===== config.mk =====
export PLATFORM = sky130hd
export DESIGN_NAME = if_id_pipe_reg
export DESIGN_NICKNAME = d
export VERILOG_FILES = /design/src/rtl/pipe_pkg.sv /design/src/rtl/skid_fifo.sv /design/src/rtl/if_id_pipe_reg.sv
export SDC_FILE = /design/constraint.sdc
export NUM_CORES = 1
export LEC_CHECK = 0
export ABC_AREA = 0
export BUFFER_PORTS_ARGS = -buffer_cell sky130_fd_sc_hd__buf_2
export CAP_MARGIN = 0
export CELL_PAD_IN_SITES_DETAIL_PLACEMENT = 0
export CELL_PAD_IN_SITES_GLOBAL_PLACEMENT = 1
export CORE_MARGIN = 3
export CORE_UTILIZATION = 29
export DETAILED_ROUTE_END_ITERATION = 12
export PLACE_DENSITY = 0.62
export RECOVER_POWER = 50
export REMOVE_ABC_BUFFERS = 1
export SLEW_MARGIN = 20
export SYNTH_ARGS = -nofsm -noshare
export SYNTH_HDL_FRONTEND = slang
export SYNTH_SLANG_ARGS = --single-unit

===== constraint.sdc =====
create_clock -name clk -period 7 [get_ports clk]
set_input_delay 1.4 -clock clk [delete_from_list [all_inputs] [get_ports clk]]
set_output_delay 1.4 -clock clk [all_outputs]
set_load 0.05 [all_outputs]

===== src/rtl/pipe_pkg.sv =====
// Shared pipeline definitions: the canonical NOP encoding and the fetch bundle
// carried between the front-end stage registers.
package pipe_pkg;

  localparam int unsigned XLEN_DEFAULT = 32;
  localparam int unsigned ILEN_DEFAULT = 32;

  // addi x0, x0, 0
  localparam logic [31:0] NOP_INSTR = 32'h00000013;

  typedef struct packed {
    logic                    valid;
    logic [XLEN_DEFAULT-1:0] pc;
    logic [ILEN_DEFAULT-1:0] instr;
  } fetch_bundle_t;

endpackage


===== src/rtl/skid_fifo.sv =====
// Small circular FIFO that absorbs fetch responses still in flight when decode stalls.
// The head entry is always visible; clear empties it in one edge.
module skid_fifo #(
  parameter  int unsigned WIDTH = 64,
  parameter  int unsigned DEPTH = 2,
  localparam int unsigned CNT_W = $clog2(DEPTH + 1),
  localparam int unsigned PTR_W = (DEPTH > 1) ? $clog2(DEPTH) : 1
) (
  input  logic             clk,
  input  logic             rst_n,
  input  logic             clear,
  input  logic             push,
  input  logic             pop,
  input  logic [WIDTH-1:0] din,
  output logic [WIDTH-1:0] head,
  output logic [CNT_W-1:0] count,
  output logic             empty,
  output logic             full
);

  logic [WIDTH-1:0] mem [DEPTH];
  logic [PTR_W-1:0] rd_ptr;
  logic [PTR_W-1:0] wr_ptr;

  // Explicit wrap so non-power-of-two depths work.
  function automatic logic [PTR_W-1:0] bump(input logic [PTR_W-1:0] p);
    return (p == PTR_W'(DEPTH - 1)) ? '0 : p + PTR_W'(1);
  endfunction

  // NOTE: sequential state uses non-blocking assignments so every flop samples
  // pre-edge values regardless of process ordering.
  always_ff @(posedge clk) begin
    if (!rst_n || clear) begin
      rd_ptr <= '0;
      wr_ptr <= '0;
      count  <= '0;
    end else begin
      if (push) wr_ptr <= bump(wr_ptr);
      if (pop)  rd_ptr <= bump(rd_ptr);
      case ({push, pop})
        2'b10:   count <= count + CNT_W'(1);
        2'b01:   count <= count - CNT_W'(1);
        default: count <= count;
      endcase
    end
  end

  // NOTE: storage is deliberately not reset; validity is tracked by count alone,
  // which keeps the array as plain RAM without a reset fan-out.
  always_ff @(posedge clk) begin
    if (push && !clear) mem[wr_ptr] <= din;
  end

  assign head  = mem[rd_ptr];
  assign empty = (count == '0);
  assign full  = (count == CNT_W'(DEPTH));

endmodule


===== src/rtl/if_id_pipe_reg.sv =====
// IF/ID pipeline register with stall/flush, skid buffering of late fetch
// responses, a registered trace tap and a saturating stall-cycle counter.
module if_id_pipe_reg
  import pipe_pkg::*;
#(
  parameter int unsigned XLEN       = 32,
  parameter int unsigned ILEN       = 32,
  parameter int unsigned SKID_DEPTH = 2,
  parameter int unsigned CNT_W      = 32
) (
  input  logic             clk,
  input  logic             rst_n,
  input  logic             stall,
  input  logic             flush,
  input  logic             in_valid,
  input  logic [XLEN-1:0]  in_pc,
  input  logic [ILEN-1:0]  in_instr,
  output logic             in_ready,
  output logic             id_valid,
  output logic [XLEN-1:0]  id_pc,
  output logic [ILEN-1:0]  id_instr,
  output logic             trace_valid,
  output logic [XLEN-1:0]  trace_pc,
  output logic [ILEN-1:0]  trace_instr,
  output logic [CNT_W-1:0] stall_cnt
);

  localparam int unsigned     SK_CNT_W = $clog2(SKID_DEPTH + 1);
  localparam logic [ILEN-1:0] NOP      = ILEN'(NOP_INSTR);

  logic                 accept;
  logic                 advance;
  logic                 sk_push;
  logic                 sk_pop;
  logic                 sk_empty;
  logic                 sk_full;
  logic [SK_CNT_W-1:0]  sk_count;
  logic [XLEN+ILEN-1:0] sk_head;

  // in_ready depends only on the count register, never on stall.
  assign in_ready = rst_n && (sk_count < SK_CNT_W'(SKID_DEPTH));
  assign accept   = in_valid && in_ready && !flush;
  assign advance  = !stall || !id_valid;

  // Anything queued ahead forces the new input behind it to keep program order.
  assign sk_pop  = !flush && advance && !sk_empty;
  assign sk_push = accept && !sk_full && (!advance || !sk_empty);

  skid_fifo #(
    .WIDTH (XLEN + ILEN),
    .DEPTH (SKID_DEPTH)
  ) u_skid (
    .clk   (clk),
    .rst_n (rst_n),
    .clear (flush),
    .push  (sk_push),
    .pop   (sk_pop),
    .din   ({in_pc, in_instr}),
    .head  (sk_head),
    .count (sk_count),
    .empty (sk_empty),
    .full  (sk_full)
  );

  always_ff @(posedge clk) begin
    if (!rst_n) begin
      id_valid <= 1'b0;
      id_pc    <= '0;
      id_instr <= NOP;
    end else if (flush) begin
      id_valid <= 1'b0;
      id_instr <= NOP;
    end else if (advance) begin
      if (!sk_empty) begin
        id_valid          <= 1'b1;
        {id_pc, id_instr} <= sk_head;
      end else if (accept) begin
        id_valid <= 1'b1;
        id_pc    <= in_pc;
        id_instr <= in_instr;
      end else begin
        id_valid <= 1'b0;
        id_instr <= NOP;
      end
    end
  end

  always_ff @(posedge clk) begin
    if (!rst_n) begin
      trace_valid <= 1'b0;
      trace_pc    <= '0;
      trace_instr <= NOP;
    end else begin
      trace_valid <= in_valid && in_ready;
      trace_pc    <= in_pc;
      trace_instr <= in_instr;
    end
  end

  always_ff @(posedge clk) begin
    if (!rst_n) begin
      stall_cnt <= '0;
    end else if (stall && id_valid && (stall_cnt != '1)) begin
      stall_cnt <= stall_cnt + CNT_W'(1);
    end
  end

endmodule


==> flow_summary.yaml <==
cts:
  postCtsSetupBuffers: 0
  clock_latency_ps: 510
  h-tree-depth: 2
  cts_hold_buf: 0
  cts_tree: "done"
  clock_path_buffers: 3
  cts-root-buf: "clkbuf_16"
  cts.clk_slew.worst_paths_ps: 60
  cts.repair.resized: 0
  clkSinkCount: 295
  cts_buffers: 35
worst_setup_path:
  crit_type: "input pin to flop"
  cp.arrival_ps: 4260
  startpoint_type: "input pin"
  critPathCaptureType: "flop"
  cp_max_fo: 79
  worst_ep_required_time_ps: 7140
die:
  core-area_um2: 36700
  start_util: 0.296
  die_w_um: 199
  num_rows: 70
  fp.dieArea_um2: 39800
  io_pins: 232
  die_h_um: 199
synth:
  muxShareOfSynthArea: 0.0633
  synth_top_family_by_area: "simple AND/OR/NAND/NOR gates"
  synth_edf_count: 128
  synth_xor_area_frac: 0.00807
  yosys.area.top_type: "edfxtp_1"
  yosys-top-cells-count: "dfxtp_1 (167), edfxtp_1 (128), nor2_1 (112), and2_1 (63), a21oi_1 (51)"
  ys_seq_elements: 295
  ys_top_cells_by_area: "edfxtp_1 (35%), dfxtp_1 (31%), nor2_1 (3.9%), and2_1 (3.6%), mux2i_1 (3.3%)"
  ys_warn_count: 0
  synth_cell_types: 47
  synthSimpleGateAreaFrac: 0.143
  ys_seq_area_frac: 0.663
  synthAdderAreaFrac: 0.00231
  avgSynthCellArea_um2: 12.1
  syn_area_um2: 10800
  synth_ff_type: "dfxtp_1"
  syn_inst: 893
  synth-async-reset-ratio: 0
  synth_compound_area_frac: 0.0966
  synth_most_common_cell: "dfxtp_1"
  synth_top_area_frac: 0.354
routing:
  drtIter0Drc: 303
  postRouteAntennaNets: 0
  route.detailed.drc: 0
  dr_total_vias: 7489
  wl_per_cell_um: 16.6
  viasPerCell: 4.67
  routed_wl_um: 26700
  dr.pass1.iters: 4
placed_design:
  portBuffers: 231
  dp_hpwl_um: 16900
  dp_cells: 1543
  place_area_um2: 12500
  gp_congestion: 0.798
global_routing:
  antenna_found_initial: 1
  grt_usage: 0.131
  grt_overflow: 0
  grt_max_degree: 102
  grt_pass1_vias: 7181
  grt_pass1_wl_um: 41100
sta:
  timing.fmax_mhz: 242
  hold_viol_final: 0
  finalMaxSlewViolations: 58
  rsz0062_at_grt: "no"
  worst-slew-pin-transition_ps: 2920
  relSlewSlack: -0.946
  setup_viol: 0
  fin_hold_ws_ps: 485
  fin_crit_ps: 4130
  finalClockSkew_ps: 18.2
  fin_crit_sh: 0.589
  setup_tns_ps: 0
power:
  p_leak_uw: 0.00463
  peakVddDrop_mv: 0.161
  p_total_uw: 3780
  powerDensity_nw_per_um2: 283
cells_and_area:
  layout.nets: 1183
  syn_to_final_growth_pct: 22.9
  diodes: 0
  design_area_um2: 13300
  fill_cells: 3669
  drive_above_1_share: 0.151
  final_cells: 1604
status:
  status: "complete, but fails checks"
  failed_checks: "max-capacitance violations, max-slew violations"
worst_hold_path:
  hold_path_class: "flop to flop"
job:
  maxCapViolCount: 1
## registers in the layout, summed over array words and instances, names as in the netlist, named ones only
name	cells
trace_valid	1
u_skid.rd_ptr	1
id_instr	32
u_skid.wr_ptr	1
stall_cnt	32
id_valid	1
trace_pc	32
u_skid.mem	128
id_pc	32
u_skid.count	2
trace_instr	32
## critical path, cell delays in order
cell	delay, ps
buf_2	70
buf_4	570
nand3b_1	270
nor2_1	180
o21ai_0	320
nor2_4	800
buf_4	560
## cell type report
| type | instances | area, um^2 | area share |
|---|---|---|---|
| multi-input combinational | 532 | 3420 | 0.257 |
| timing repair buffer | 238 | 1010 | 0.0761 |
| tap | 468 | 586 | 0.0439 |
| clock inverter | 10 | 100 | 0.00751 |
| clock buffer | 51 | 977 | 0.0733 |
| inverter | 10 | 37.5 | 0.00282 |
| sequential | 295 | 7190 | 0.539 |
## worst paths after layout
| path | slack (ps) | startpoint | depth (start not counted) | end |
|---|---|---|---|---|
| setup reg to reg | 3810 | id_valid | 5 | u_skid.mem[0][57] |
| hold / removal | 480 | id_pc[2] | 2 | id_pc[2] |
| hold reg to reg | 480 | id_pc[2] | 2 | id_pc[2] |
| setup / recovery | 2870 | rst_n | 7 | u_skid.mem[0][57] |
## cells in the final DEF (no fill, tap or decap), types with 29 or more instances in the layout
cell type  instances
a211oi_1          33
a21oi_1           51
a221oi_1          29
and2_1            54
buf_2             76
clkbuf_1         169
clkbuf_16         36
dfxtp_1          166
edfxtp_1         128
mux2_2            29
mux2i_1           36
nor2_1           110
nor3_1            37
## cell families (layout without fill, tap and decap cells)
family	after synthesis	count (layout)
multiplexers	65	65
AO/OA/AOI/OAI	154	154
adder cells (fa/ha/maj)	2	2
buffers and inverters	66	309
flip-flops	295	295
AND/OR/NAND/NOR	301	301
XOR/XNOR	10	10
## power by group
| group | total, uW | switching [uW] | internal, uW |
|---|---|---|---|
| registers | 1830 | 10.1 | 1820 |
| clock network | 1720 | 678 | 1040 |
| logic | 227 | 180 | 46.3 |
| total | 3780 | 869 | 2910 |
## metal layers
metal,part of all wire,track usage,vias up
met3,0.059,0.0352,55
met5,0.00049,0,-
met4,0.023,0.0403,2
li1,-,-,3714
met1,0.46,0.176,3528
met2,0.45,0.208,190
## metrics by stage
stage	setup slack, ps	utilization
finish	2870	0.363
global route	2410	0.363
CTS	2750	0.369
detailed placement	2210	0.339
global placement	2250	0.339
floorplan	1570	-
Note: power is estimated with default switching activity, not from simulation.
